## src/rtl/alu_step_ctrl_pkg.sv

```systemverilog
// -----------------------------------------------------------------------------
// alu_step_ctrl_pkg
// Shared constants for the ALU step sequencer and anything that decodes its
// step output (LED display). Holds the state codes, the step width and the
// width of the S_EXEC wait counter.
// -----------------------------------------------------------------------------
package alu_step_ctrl_pkg;

  localparam int STEP_W = 3;
  localparam int WAIT_W = 4;   // covers EXEC_WAIT-1 for EXEC_WAIT up to 15
  localparam int OP_W   = 4;

  // Codes 5..7 are never targeted; the FSM maps them back to S_A.
  typedef enum logic [STEP_W-1:0] {
    S_A    = 3'd0,
    S_B    = 3'd1,
    S_OP   = 3'd2,
    S_EXEC = 3'd3,
    S_SHOW = 3'd4
  } step_e;

endpackage

```

## src/rtl/alu_step_ctrl_btn_debounce.sv

```systemverilog
// -----------------------------------------------------------------------------
// btn_debounce
// Conditions one raw pushbutton: 2-FF synchronizer, stability counter and a
// one-cycle press pulse on an accepted 0->1 transition (releases are silent).
//   clk   : system clock
//   rst_n : asynchronous active-low reset
//   raw   : unsynchronized button level, active-high
//   press : registered one-cycle pulse per accepted press
// -----------------------------------------------------------------------------
module btn_debounce #(
  parameter int DB_CYCLES = 1000000
) (
  input  logic clk,
  input  logic rst_n,
  input  logic raw,
  output logic press
);

  localparam int CNT_W = (DB_CYCLES > 1) ? $clog2(DB_CYCLES) : 1;
  localparam logic [CNT_W-1:0] CNT_TC = CNT_W'(DB_CYCLES - 1);

  logic             sync1;
  logic             sync2;
  logic             level;
  logic [CNT_W-1:0] cnt;

  // The counter only runs while the synchronized level disagrees with the
  // accepted one; any return to agreement restarts the stability window.
  always_ff @(posedge clk or negedge rst_n) begin
    if (!rst_n) begin
      sync1 <= 1'b0;
      sync2 <= 1'b0;
      level <= 1'b0;
      cnt   <= '0;
      press <= 1'b0;
    end else begin
      sync1 <= raw;
      sync2 <= sync1;
      press <= 1'b0;
      if (sync2 == level) begin
        cnt <= '0;
      end else if (cnt == CNT_TC) begin
        cnt   <= '0;
        level <= sync2;
        press <= sync2;
      end else begin
        cnt <= cnt + 1'b1;
      end
    end
  end

endmodule

```

## src/rtl/alu_step_ctrl.sv

```systemverilog
// -----------------------------------------------------------------------------
// alu_step_ctrl
// Step sequencer for the operand / ALU / flag datapath. Two debounced buttons
// walk the FSM through load A, load B, opcode capture, ALU settle and result
// strobe.
//   clk      : system clock            rst_n : async active-low reset
//   btn_step : raw step button         btn_clr : raw abort button
//   sw       : switch bank, sw[3:0] is the opcode source
//   ld_a/ld_b/ld_f : one-cycle register enables (mutually exclusive)
//   op       : registered opcode       step  : current state code
//   busy     : high while in S_EXEC
//
//   state  | meaning
//   S_A    | waiting for press, then load operand A
//   S_B    | waiting for press, then load operand B
//   S_OP   | waiting for press, then capture opcode from sw[3:0]
//   S_EXEC | ALU settling, presses ignored, wait counter running
//   S_SHOW | result strobed, next press returns to S_A
// -----------------------------------------------------------------------------
module alu_step_ctrl
  import alu_step_ctrl_pkg::*;
#(
  parameter int DB_CYCLES = 1000000,
  parameter int EXEC_WAIT = 2
) (
  input  logic              clk,
  input  logic              rst_n,
  input  logic              btn_step,
  input  logic              btn_clr,
  input  logic [31:0]       sw,
  output logic              ld_a,
  output logic              ld_b,
  output logic              ld_f,
  output logic [OP_W-1:0]   op,
  output logic [STEP_W-1:0] step,
  output logic              busy
);

  localparam logic [WAIT_W-1:0] WAIT_LOAD = WAIT_W'(EXEC_WAIT - 1);

  logic              step_p;
  logic              clr_p;
  step_e             state_q;
  step_e             state_d;
  logic [WAIT_W-1:0] wait_q;
  logic [WAIT_W-1:0] wait_d;
  logic              ld_a_d;
  logic              ld_b_d;
  logic              ld_f_d;
  logic              busy_d;
  logic [OP_W-1:0]   op_d;
  logic              unused_sw;

  assign unused_sw = ^sw[31:OP_W];

  btn_debounce #(.DB_CYCLES(DB_CYCLES)) u_db_step (
    .clk   (clk),
    .rst_n (rst_n),
    .raw   (btn_step),
    .press (step_p)
  );

  btn_debounce #(.DB_CYCLES(DB_CYCLES)) u_db_clr (
    .clk   (clk),
    .rst_n (rst_n),
    .raw   (btn_clr),
    .press (clr_p)
  );

  // State register; outputs are flopped here too so nothing downstream sees
  // a combinational path from the buttons or switches.
  always_ff @(posedge clk or negedge rst_n) begin
    if (!rst_n) begin
      state_q <= S_A;
      wait_q  <= '0;
      ld_a    <= 1'b0;
      ld_b    <= 1'b0;
      ld_f    <= 1'b0;
      busy    <= 1'b0;
      op      <= '0;
    end else begin
      state_q <= state_d;
      wait_q  <= wait_d;
      ld_a    <= ld_a_d;
      ld_b    <= ld_b_d;
      ld_f    <= ld_f_d;
      busy    <= busy_d;
      op      <= op_d;
    end
  end

  // Next state and wait counter. Clear has priority over any step press.
  always_comb begin
    state_d = state_q;
    wait_d  = wait_q;
    if (clr_p) begin
      state_d = S_A;
      wait_d  = '0;
    end else begin
      case (state_q)
        S_A:    if (step_p) state_d = S_B;
        S_B:    if (step_p) state_d = S_OP;
        S_OP:   if (step_p) begin
                  state_d = S_EXEC;
                  wait_d  = WAIT_LOAD;
                end
        S_EXEC: if (wait_q == '0) state_d = S_SHOW;
                else              wait_d  = wait_q - 1'b1;
        S_SHOW: if (step_p) state_d = S_A;
        default: state_d = S_A;
      endcase
    end
  end

  // Next values of the registered outputs. Each ld_* is tied to a single
  // source state, which keeps them mutually exclusive.
  always_comb begin
    ld_a_d = !clr_p && step_p && (state_q == S_A);
    ld_b_d = !clr_p && step_p && (state_q == S_B);
    ld_f_d = !clr_p && (state_q == S_EXEC) && (wait_q == '0);
    busy_d = (state_d == S_EXEC);
    op_d   = op;
    if (clr_p)                               op_d = '0;
    else if (step_p && (state_q == S_OP))    op_d = sw[OP_W-1:0];
  end

  assign step = state_q;

endmodule
```

## config.mk

```make
export PLATFORM = sky130hd
export DESIGN_NAME = alu_step_ctrl
export DESIGN_NICKNAME = d
export VERILOG_FILES = /design/src/rtl/alu_step_ctrl_pkg.sv /design/src/rtl/alu_step_ctrl_btn_debounce.sv /design/src/rtl/alu_step_ctrl.sv
export SDC_FILE = /design/constraint.sdc
export NUM_CORES = 1
export LEC_CHECK = 0
export CORE_MARGIN = 10
export CORE_UTILIZATION = 58
export DETAILED_ROUTE_END_ITERATION = 10
export PLACE_DENSITY = 0.85
export SETUP_SLACK_MARGIN = 0.05
export SLEW_MARGIN = 20
export SYNTH_ARGS = -nofsm -noshare
export SYNTH_HDL_FRONTEND = slang
export SYNTH_HIERARCHICAL = 1
export SYNTH_SLANG_ARGS = --single-unit
```

## constraint.sdc

```tcl
create_clock -name clk -period 5.4 [get_ports clk]
set_clock_uncertainty 0.1 [all_clocks]
set_input_delay 1.08 -clock clk [delete_from_list [all_inputs] [get_ports clk]]
set_output_delay 1.08 -clock clk [all_outputs]
set_load 0.01 [all_outputs]
```

; ---- After elaboration in Yosys (flattened, before gate mapping)
; Index checks and enable logic that the tools add are counted.
[totals]
elab_cells = 68
in_bits = 36
register_bits = 63
[classes]
n_eq_ne = 11
add_sub_neg = 3
n_bitwise = 2
reduce_logical = 14
mux = 21
[op_table]
columns = cell, n
row1 = $mux W20, 4
row2 = $add A20 B1 Y20 const B, 2
row3 = $eq A20 B20 Y1 const B, 2
row4 = $mux W4, 5
row5 = $mux W3, 6
row6 = $pmux W3 S5, 1
row7 = $eq A3 B2 Y1 const B, 3
row8 = $pmux W4 S2, 1
row9 = $logic_and A1 B1 Y1, 6
row10 = $logic_not A4 Y1, 1
row11 = $mux W1, 4
row12 = $reduce_and A2 Y1, 2
row13 = $sub A4 B1 Y4 const B, 1
row14 = $eq A3 B1 Y1 const B, 1
row15 = $eq A3 B3 Y1 const B, 1
row16 = $logic_not A3 Y1, 1
row17 = $ne A3 B1 Y1 const B, 1
row18 = $ne A3 B2 Y1 const B, 1
row19 = $reduce_and A3 Y1, 1
row20 = $reduce_bool A3 Y1, 1
row21 = $eq A1 B1 Y1, 2
row22 = $not A1 Y1, 2
row23 = $reduce_bool A2 Y1, 1
row24 = $logic_not A1 Y1, 1

; ---- Logic depth before layout (Yosys ltp)
; Gate-level depths: netlist (run 1).
[depth]
depth_word = 5
ltp_mapped = 6

; ---- By module
; The synthesis (run 1) kept the hierarchy.
[modules_own_cells]
columns = module, instances, area_per_inst_um2, seq_area_each_um2, cells_per_inst
row1 = btn_debounce, 2, 1136.1, 600.6, 116
row2 = alu_step_ctrl, 1, 768.2, 375.4, 73

; ---- Worst setup path before layout (run 1)
; OpenSTA, ideal clock, no wires.
[synth_path]
path_kind = register -> register
startpoint = register u_db_clr.cnt[0]
endpoint = register u_db_clr.cnt[18]
path_slack_ns = 3.325
stages_incl_launch_ff = 7
n_path_buf = 1
arrival_time_ns = 1.897
cell_sequence = dfrtp_1 ha_1 nand2_1 or4_1 buf_2 or4_1 a21oi_1
[synth_via]
elab_chain_len = 3
elab_cells_between_ends = 4
[synth_rtl]
columns = element, line_no
row1 = from (decl), alu_step_ctrl_btn_debounce.sv:25  ; logic [CNT_W-1:0] cnt;
row2 = from (signal assigned), alu_step_ctrl_btn_debounce.sv:47  ; cnt <= cnt + 1'b1;
row3 = $add A20 B1 Y20 / $eq A20 B20 Y1 (equally long branches), "alu_step_ctrl_btn_debounce.sv:47, alu_step_ctrl_btn_debounce.sv:42"
row4 = $mux W20 (*), alu_step_ctrl_btn_debounce.sv:42  ; end else if (cnt == CNT_TC) begin
row5 = $mux W20 (*), alu_step_ctrl_btn_debounce.sv:40  ; if (sync2 == level) begin
; Mark *: on every way between the ends. The rest lies on a longest branch, timed or not.
; A chain may end at the register's enable or synchronous reset.

; ---- Final worst setup path (run 1)
[layout_path]
startpoint = register state_q[0] (netlist: step[0])
endpoint = output step[0]
[layout_lines]
columns = element, line_no
row1 = from (decl), alu_step_ctrl.sv:43  ; step_e state_q;
row2 = from (signal assigned), alu_step_ctrl.sv:82  ; state_q <= state_d;
row3 = to (decl), alu_step_ctrl.sv:35  ; output logic [STEP_W-1:0] step,
; No word-level cell between the ends.

==> results.sh, run 1 <==
export IMPL_outcome="completed"
export IMPL_antenna_found_initial=0
export IMPL_final_min_clock_period_ns=2.708
export IMPL_internal_power_w=0.0006726
export IMPL_crit_type="reg2out"
export IMPL_die_w_um=92.40
export IMPL_drive_gt1_frac=0.1077
export IMPL_cts_clk_slew_worst_paths_ns=0.06
export IMPL_ios=47
export IMPL_synth_edf_count=0
export IMPL_globalplace_congestion=0.8058
export IMPL_place_area_sq_mm=0.003232
export IMPL_drt_wl_total_mm=5.498
export IMPL_hold_buffers=0
export IMPL_multiInputGateArea_sq_mm=0.001315
export IMPL_rows=26
export IMPL_rsz0062_at_grt="no"
export IMPL_path_max_fanout=12
export IMPL_grt_pass1_wl_mm=9.632
export IMPL_portBuffers=18
export IMPL_die_h_um=92.40
export IMPL_yosysSeqAreaShare=0.5185
export IMPL_synth_cells=305
export IMPL_synthTopCellsByArea="dfrtp_1 52%, nor2_1 4.2%, a21oi_1 3.8%"
export IMPL_cpPeakStageDelay_ns=0.62
export IMPL_path_cells="clkdlybuf4s50_1"
export IMPL_grt_util_all_layers=0.1377
export IMPL_drc_errors=0
export IMPL_tightest_slew_ns=0.7507
export IMPL_slowest_stage="clkdlybuf4s50_1"
export IMPL_syn_nets=345
export IMPL_crit_required_ns=4.22
export IMPL_worstPathArrival_ns=1.53
export IMPL_final_nets=362
export IMPL_start_util=0.5953
export IMPL_finalWorstSetupSlack_ns=2.692
export IMPL_cts_setup_buffers=0
export IMPL_regToRegSetupSlack_ns=3.14
export IMPL_htreeDepth=3
export IMPL_p_seq_frac=0.565
export IMPL_dp_slack_ns=3.049
export IMPL_max_slew_margin=0.4995
export IMPL_clkPwrFrac=0.405
export IMPL_dr_pass1_iters=5
export IMPL_vdd_drop_max_mv=0.2212
export IMPL_synth_top_cell_by_area="dfrtp_1"
export IMPL_first_iter_violations=130
export IMPL_finalCritPeriodShare=0.5015
export IMPL_yosysMostFrequentCell="dfrtp_1"
export IMPL_grt_pass1_vias=2118
export IMPL_tns_ns=0
export IMPL_numCtsBuffers=9
export IMPL_design_area_sq_mm=0.003401
export IMPL_async_flop_share=1.000
export IMPL_cts_sinks=63
export IMPL_synth_main_ff_cell="dfrtp_1"
export IMPL_yosysWarnings=6
export IMPL_combPwrFrac=0.031
export IMPL_grt_max_degree=64
export IMPL_syn_area_sq_mm=0.003040
export IMPL_cts_tree="done"
export IMPL_end_kind="output pin"
export IMPL_max_freq_mhz=369.3
export IMPL_maxCapViolations=0
export IMPL_vias_per_cell=5.732
export IMPL_power_switching_w=0.0001823
export IMPL_yosysTopAreaCellShare=0.5185
export IMPL_regArea_sq_mm=0.001577
export IMPL_cts_repair_resized=0
export IMPL_cts_buffer_depth=2
export IMPL_power_density_mw_per_mm2=251.4
export IMPL_coreArea_sq_mm=0.005107
export IMPL_synth_common_cells="63 x dfrtp_1, 34 x nor2_1, 23 x a21oi_1"
export IMPL_hpwl_mm=3.791
export IMPL_finalSetupViolCount=0
export IMPL_synthDistinctLibCells=45
export IMPL_hold_violations=0
export IMPL_p_total_w=0.0008549
export IMPL_crit_family="buffers and inverters"
export IMPL_antenna_cells=0
export IMPL_hold_class="reg2reg"
export IMPL_gr_total_overflow=0
export IMPL_area_growth_pct=11.85
export IMPL_wl_per_cell_um=13.92
export IMPL_n_fill_cell=403
export IMPL_routed_via_count=2264
export IMPL_clk_latency_ns=0.34
export IMPL_die_area_sq_mm=0.008538
export IMPL_drv_slew=0
export IMPL_ys_ff_latch=63
export IMPL_crit_buf_inv=1
export IMPL_clockRootBuffer="clkbuf_8"
export IMPL_ant_nets=0
export IMPL_cp_start_kind="flip-flop"
export IMPL_avgSynthCellArea_sq_um=9.969
export IMPL_power_leakage_nw=1.406
export IMPL_switching_share=0.2132
registers in the layout (all words and copies together), names as in the netlist:
name and flops:
u_db_step/sync1 1, u_db_step/sync2 1, wait_q 4, step 3, op 4, u_db_clr/sync2 1
u_db_clr/press 1, u_db_step/press 1, ld_b 1, u_db_clr/level 1, ld_f 1, u_db_step/cnt 20
u_db_clr/sync1 1, u_db_step/level 1, ld_a 1, u_db_clr/cnt 20, busy 1
power groups by stage:
stage | logic (W) | clock network (W) | registers, W
final | 0.0000263 | 0.000346 | 0.000483
after global placement | 0.0000273 | 0 | 0.000491
after floorplan | 0.0000103 | 0 | 0.000490
after detailed placement | 0.0000274 | 0 | 0.000491
after global routing | 0.0000308 | 0.000379 | 0.000483
after CTS | 0.0000274 | 0.000359 | 0.000483
routing by layer:
metal  global-route usage  vias up  share of wire
li1                     -     1106              -
met1               0.1650     1103           0.44
met2               0.2194       46           0.49
met3              0.04762        9          0.052
met4              0.06170        0          0.015
met5                    0        -              0
logic make-up after synthesis:
group | count (synthesis) | synth area share
AO/OA/AOI/OAI | 51 | 0.09835
XOR/XNOR | 22 | 0.06337
adder cells (fa/ha/maj) | 4 | 0.01646
buffers and inverters | 31 | 0.05062
flip-flops | 63 | 0.5185
multiplexers | 2 | 0.007407
AND/OR/NAND/NOR | 132 | 0.2453
through the flow:
stage / hold slack [ns] / utilization / instances
final: 0.2515 / 0.6659 / 395
after global routing: 0.2656 / 0.6659 / 395
after CTS: 0.2545 / 0.6649 / 395
after detailed placement: 0.2401 / 0.6328 / 381
after global placement: 0.2371 / 0.6328 / 381
after floorplan: 0.2312 / - / 305
final cells by class:
cell class              count  area share
clock inverters             1    0.001472
repair buffers             21     0.05813
well taps                  70     0.02575
flip-flops and latches     63      0.4636
clock buffers              13     0.04673
inverters                  16     0.01766
multi-input cells         211      0.3867
path summary, 6_finish.rpt:
check | start | to | cells past startpoint
min in group asynchronous | rst_n | u_db_step/cnt[19] | 2
max in group asynchronous | rst_n | u_db_clr/cnt[8] | 2
min reg2reg | u_db_step/sync1 | u_db_step/sync2 | 0
max | step[0] | step[0] | 1
min | u_db_step/sync1 | u_db_step/sync2 | 0
max reg2reg | u_db_step/cnt[0] | u_db_step/cnt[18] | 5
cells in the final DEF, fill, tap and decap left out, types with 6 or more instances in the layout:
| cell | netlist | layout |
|---|---|---|
| a21oi_1 | 23 | 23 |
| clkbuf_8 | 2 | 11 |
| clkdlybuf4s50_1 | 0 | 17 |
| dfrtp_1 | 63 | 63 |
| inv_1 | 16 | 16 |
| nand2_1 | 19 | 19 |
| nand3_1 | 16 | 16 |
| nand4_1 | 6 | 6 |
| nor2_1 | 34 | 34 |
| nor4_1 | 6 | 6 |
| o21ai_0 | 13 | 11 |
| o31ai_1 | 7 | 7 |
| or3_1 | 6 | 6 |
| or3_2 | 6 | 6 |
| or4_1 | 12 | 12 |
| xnor2_1 | 12 | 12 |
| xor2_1 | 10 | 10 |
Note: power is estimated with default switching activity, not from simulation.
==> inputs of run 2 (changes only) <==
--- a/config.mk
+++ b/config.mk
@@ -6,9 +6,9 @@
 export NUM_CORES = 1
 export LEC_CHECK = 0
 export CORE_MARGIN = 10
-export CORE_UTILIZATION = 58
+export CORE_UTILIZATION = 54
 export DETAILED_ROUTE_END_ITERATION = 10
-export PLACE_DENSITY = 0.85
+export PLACE_DENSITY = 0.8
 export SETUP_SLACK_MARGIN = 0.05
 export SLEW_MARGIN = 20
 export SYNTH_ARGS = -nofsm -noshare
==> constraint.sdc (replaced) <==
create_clock -name clk -period 2.6 [get_ports clk]
set_clock_uncertainty 0.1 [all_clocks]
set_input_delay 0.52 -clock clk [delete_from_list [all_inputs] [get_ports clk]]
set_output_delay 0.52 -clock clk [all_outputs]
set_load 0.01 [all_outputs]
==> run 2 against run 1 <==
  * Clock power is 130% higher
  * Worst hold slack got worse by 0.20 ns
  * Die area rose by 5.8%
  * Design area up 1.4%
  * Sequential cell count unchanged
  * Non-clock buffer count grew 3
  * Register-to-register slack worse by 2.8 ns
==> results.sh, run 2 (synthesis results as in run 1) <==
export IMPL_worstPathArrival_ns=2.42
export IMPL_numCtsBuffers=9
export IMPL_rows=27
export IMPL_portBuffers=18
export IMPL_vias_per_cell=5.653
export IMPL_wl_per_cell_um=14.28
export IMPL_met1_length_mm=2.563
export IMPL_grt_util_all_layers=0.1339
export IMPL_grt_max_degree=32
export IMPL_first_iter_violations=87
export IMPL_tns_ns=0
export IMPL_cts_setup_buffers=0
export IMPL_crit_type="reg2reg"
export IMPL_end_kind="flip-flop"
export IMPL_fin_hold_ws_ns=0.05294
export IMPL_drive_gt1_frac=0.1185
export IMPL_hold_buffers=0
export IMPL_cts_clk_slew_worst_paths_ns=0.07
export IMPL_clk_latency_ns=0.33
export IMPL_cp_start_kind="flip-flop"
export IMPL_grt_pass1_wl_mm=9.660
export IMPL_antenna_found_initial=0
export IMPL_routed_via_count=2267
export IMPL_cts_buffer_depth=2
export IMPL_drc_errors=0
export IMPL_finalSetupViolCount=0
export IMPL_finalCritPeriodShare=0.8689
export IMPL_clockRootBuffer="clkbuf_8"
export IMPL_max_freq_mhz=442.6
export IMPL_ios=47
export IMPL_ant_nets=0
export IMPL_drt_wl_total_mm=5.728
export IMPL_max_slew_margin=0.6614
export IMPL_drv_slew=0
export IMPL_cts_tree="done"
export IMPL_htreeDepth=3
export IMPL_antenna_cells=0
export IMPL_place_area_sq_mm=0.003269
export IMPL_rsz0062_at_grt="no"
export IMPL_grt_pass1_vias=2196
export IMPL_dr_pass1_iters=4
export IMPL_met3WireLength_um=245
export IMPL_maxCapViolations=0
export IMPL_outcome="completed"
export IMPL_hold_class="in2async"
export IMPL_reg_top3="u_db_clr/cnt: 20 flops, u_db_step/cnt: 20 flops"
export IMPL_path_max_fanout=8
export IMPL_hpwl_mm=3.971
export IMPL_met2_length_mm=2.800
export IMPL_gr_total_overflow=0
export IMPL_die_h_um=95.04
export IMPL_die_w_um=95.04
export IMPL_globalplace_congestion=0.7853
export IMPL_layout_commonest_cell="dfrtp_1"
export IMPL_tightest_slew_ns=0.5079
export IMPL_power_density_mw_per_mm2=537.2
export IMPL_coreArea_sq_mm=0.005473
export IMPL_crit_required_ns=2.76
export IMPL_regToRegSetupSlack_ns=0.34
export IMPL_highest_layer="met4"
export IMPL_final_nets=365
export IMPL_vdd_drop_max_mv=0.4912
export IMPL_final_min_clock_period_ns=2.259
export IMPL_cts_sinks=63
export IMPL_die_area_sq_mm=0.009032
export IMPL_final_cell_mix="63 x dfrtp_1, 34 x nor2_1, 23 x a21oi_1, 19 x nand2_1, 17 x clkdlybuf4s50_1"
export IMPL_design_area_sq_mm=0.003447
export IMPL_area_growth_pct=13.37
export IMPL_start_util=0.5556
export IMPL_hold_violations=0
export IMPL_power_leakage_nw=1.432
export IMPL_cts_repair_resized=0
[run 2: critical path, stage by stage, from the launching register on]
cell     delay [ns]
dfrtp_1        0.41
ha_1           0.24
nand2_1        0.11
or4_1          0.66
or4_1          0.52
a21oi_1        0.15
[run 2: report_power, final]
part / leakage [nW] / switching (W) / internal, W / total (W)
Combinational: 0.491 / 0.0000380 / 0.0000235 / 0.0000616
Clock: 0.0957 / 0.000358 / 0.000431 / 0.000788
Sequential: 0.845 / 0.0000109 / 0.000991 / 0.00100
[run 2: per-layer routing]
layer / vias up / track usage
met4: 0 / 0.06858
met5: - / 0
met1: 1109 / 0.1615
met2: 33 / 0.2203
met3: 13 / 0.03064
li1: 1112 / -
[run 2: path summary, 6_finish.rpt]
check                                  from                end  cells after the start
min in group clk            u_db_step/sync1    u_db_step/sync2                      0
max reg2reg                u_db_step/cnt[0]  u_db_step/cnt[18]                      5
max                        u_db_step/cnt[0]  u_db_step/cnt[18]                      5
min                                   rst_n  u_db_step/cnt[16]                      1
min reg2reg                 u_db_step/sync1    u_db_step/sync2                      0
max in group asynchronous             rst_n   u_db_clr/cnt[19]                      2
[run 2: final cells by class]
cell class	count	area, sq um
clock buffer	10	127.6
clock inverter	5	50.05
fill	485	2026
inverter	16	60.06
multi-input combinational	211	1310
sequential	63	1577
tap	72	90.09
timing repair buffer	24	232.7
[run 2: through the flow]
stage          setup WS [ns]  total power [W]    util  cells
5_1_grt               0.2317         0.001915  0.6299    401
4_1_cts               0.3467         0.001870  0.6299    401
3_5_place_dp          0.3604         0.001084  0.5974    386
6_report              0.3409         0.001852  0.6299    401
2_1_floorplan         0.5247         0.001040       -    305
3_3_place_gp          0.3916         0.001082  0.5974    386
==> inputs of run 3 (changes only) <==
--- a/config.mk
+++ b/config.mk
@@ -9,6 +9,7 @@
 export CORE_UTILIZATION = 54
 export DETAILED_ROUTE_END_ITERATION = 10
 export PLACE_DENSITY = 0.8
+export REMOVE_ABC_BUFFERS = 1
 export SETUP_SLACK_MARGIN = 0.05
 export SLEW_MARGIN = 20
 export SYNTH_ARGS = -nofsm -noshare
==> run 3 against run 2 <==
  * Setup slack worse by 0.064 ns
  * Utilization shrank 0.16 points
  * Worst hold slack better by 0.029 ns
  * Sequential share of layout area increased by 0.12 points
  * Critical path depth did not move
  * Die area did not move
  * Final cell count unchanged
  * Clock power shrank 4.8%
  * Sequential cell count is the same
  * Via count fell by 0.84%
  * Highest routed layer unchanged
==> results.sh, run 3 (synthesis results as in run 1) <==
export IMPL_outcome="completed"
export IMPL_design_area_sq_mm=0.003438
export IMPL_hold_class="in2async"
export IMPL_layout_commonest_cell="dfrtp_1"
export IMPL_crit_required_ns=2.76
export IMPL_vdd_drop_max_mv=0.2417
export IMPL_maxCapViolations=0
export IMPL_grt_pass1_vias=2130
export IMPL_worstPathArrival_ns=2.48
export IMPL_max_freq_mhz=430.5
export IMPL_clockRootBuffer="clkbuf_8"
export IMPL_power_density_mw_per_mm2=527.1
export IMPL_ios=47
export IMPL_routed_via_count=2248
export IMPL_place_area_sq_mm=0.003262
export IMPL_hold_buffers=0
export IMPL_grt_util_all_layers=0.1329
export IMPL_cts_clk_slew_worst_paths_ns=0.07
export IMPL_drive_gt1_frac=0.1155
export IMPL_cp_start_kind="flip-flop"
export IMPL_finalWorstSetupSlack_ns=0.2773
export IMPL_end_kind="flip-flop"
export IMPL_die_h_um=95.04
export IMPL_cts_buffer_depth=2
export IMPL_final_nets=364
export IMPL_tightest_slew_ns=0.5942
export IMPL_power_leakage_nw=1.421
export IMPL_hold_violations=0
export IMPL_crit_type="reg2reg"
export IMPL_area_growth_pct=13.09
export IMPL_antenna_found_initial=0
export IMPL_htreeDepth=3
export IMPL_numCtsBuffers=9
export IMPL_finalCritPeriodShare=0.8934
export IMPL_antenna_cells=0
export IMPL_drc_errors=0
export IMPL_reg2reg_depth=5
export IMPL_first_iter_violations=104
export IMPL_portBuffers=18
export IMPL_clk_latency_ns=0.34
export IMPL_gr_total_overflow=0
export IMPL_vias_per_cell=5.606
export IMPL_wl_per_cell_um=13.86
export IMPL_cts_repair_resized=0
export IMPL_drt_wl_total_mm=5.559
export IMPL_grt_max_degree=39
export IMPL_cts_sinks=63
export IMPL_globalplace_congestion=0.8020
export IMPL_rows=27
export IMPL_final_cell_mix="63 x dfrtp_1, 34 x nor2_1, 23 x a21oi_1, 19 x nand2_1, 17 x clkdlybuf4s50_1"
export IMPL_die_area_sq_mm=0.009032
export IMPL_cts_tree="done"
export IMPL_finalSetupViolCount=0
export IMPL_dp_slack_ns=0.3013
export IMPL_hpwl_mm=3.813
export IMPL_fin_hold_ws_ns=0.08210
export IMPL_reg_top3="u_db_clr/cnt: 20 flops, u_db_step/cnt: 20 flops"
export IMPL_tns_ns=0
export IMPL_start_util=0.5556
export IMPL_cts_setup_buffers=0
export IMPL_rsz0062_at_grt="no"
export IMPL_drv_slew=0
export IMPL_coreArea_sq_mm=0.005473
export IMPL_max_slew_margin=0.6039
export IMPL_dr_pass1_iters=4
export IMPL_path_max_fanout=8
export IMPL_ant_nets=0
export IMPL_die_w_um=95.04
export IMPL_grt_pass1_wl_mm=9.459
export IMPL_final_min_clock_period_ns=2.323
==> run 3: final timing paths <==
kind,from,end,slack (ns)
max,u_db_clr/cnt[0],u_db_clr/cnt[18],0.28
min,rst_n,wait_q[3],0.08
max reg2reg,u_db_clr/cnt[0],u_db_clr/cnt[18],0.28
min reg2reg,u_db_step/sync1,u_db_step/sync2,0.25
max in group asynchronous,rst_n,u_db_clr/cnt[0],1.72
min in group clk,u_db_step/sync1,u_db_step/sync2,0.25
==> run 3: final cells by class <==
| type | instances | area, sq um |
|---|---|---|
| inverter | 16 | 60.06 |
| timing repair buffer | 23 | 225.2 |
| fill | 450 | 2034 |
| tap | 72 | 90.09 |
| clock buffer | 13 | 158.9 |
| sequential | 63 | 1577 |
| clock inverter | 3 | 17.52 |
| multi-input combinational | 211 | 1310 |
==> run 3: layer usage <==
layer | up-vias | part of all wire | GRT usage
met2 | 39 | 0.48 | 0.2077
met5 | - | 0 | 0
li1 | 1113 | - | -
met3 | 4 | 0.057 | 0.06049
met1 | 1092 | 0.45 | 0.1556
met4 | 0 | 0.0090 | 0.05611
==> run 3: report_power, final <==
| part | switching [W] | leakage [nW] | internal (W) |
|---|---|---|---|
| combinational | 0.0000374 | 0.487 | 0.0000226 |
| sequential | 0.0000114 | 0.845 | 0.000991 |
| clock | 0.000355 | 0.0894 | 0.000395 |
| total | 0.000404 | 1.42 | 0.00141 |
==> run 3: critical path, stage by stage, from the launching register on <==
cell	delay (ns)
dfrtp_1	0.41
ha_1	0.27
nand2_1	0.12
or4_1	0.64
or4_1	0.50
a21oi_1	0.19
==> run 3: through the flow <==
stage	power, W	utilization	instances
finish	0.001812	0.6283	401
global route	0.001899	0.6283	401
CTS	0.001844	0.6283	401
detailed placement	0.001081	0.5960	385
global placement	0.001080	0.5960	385
floorplan	0.001038	-	290
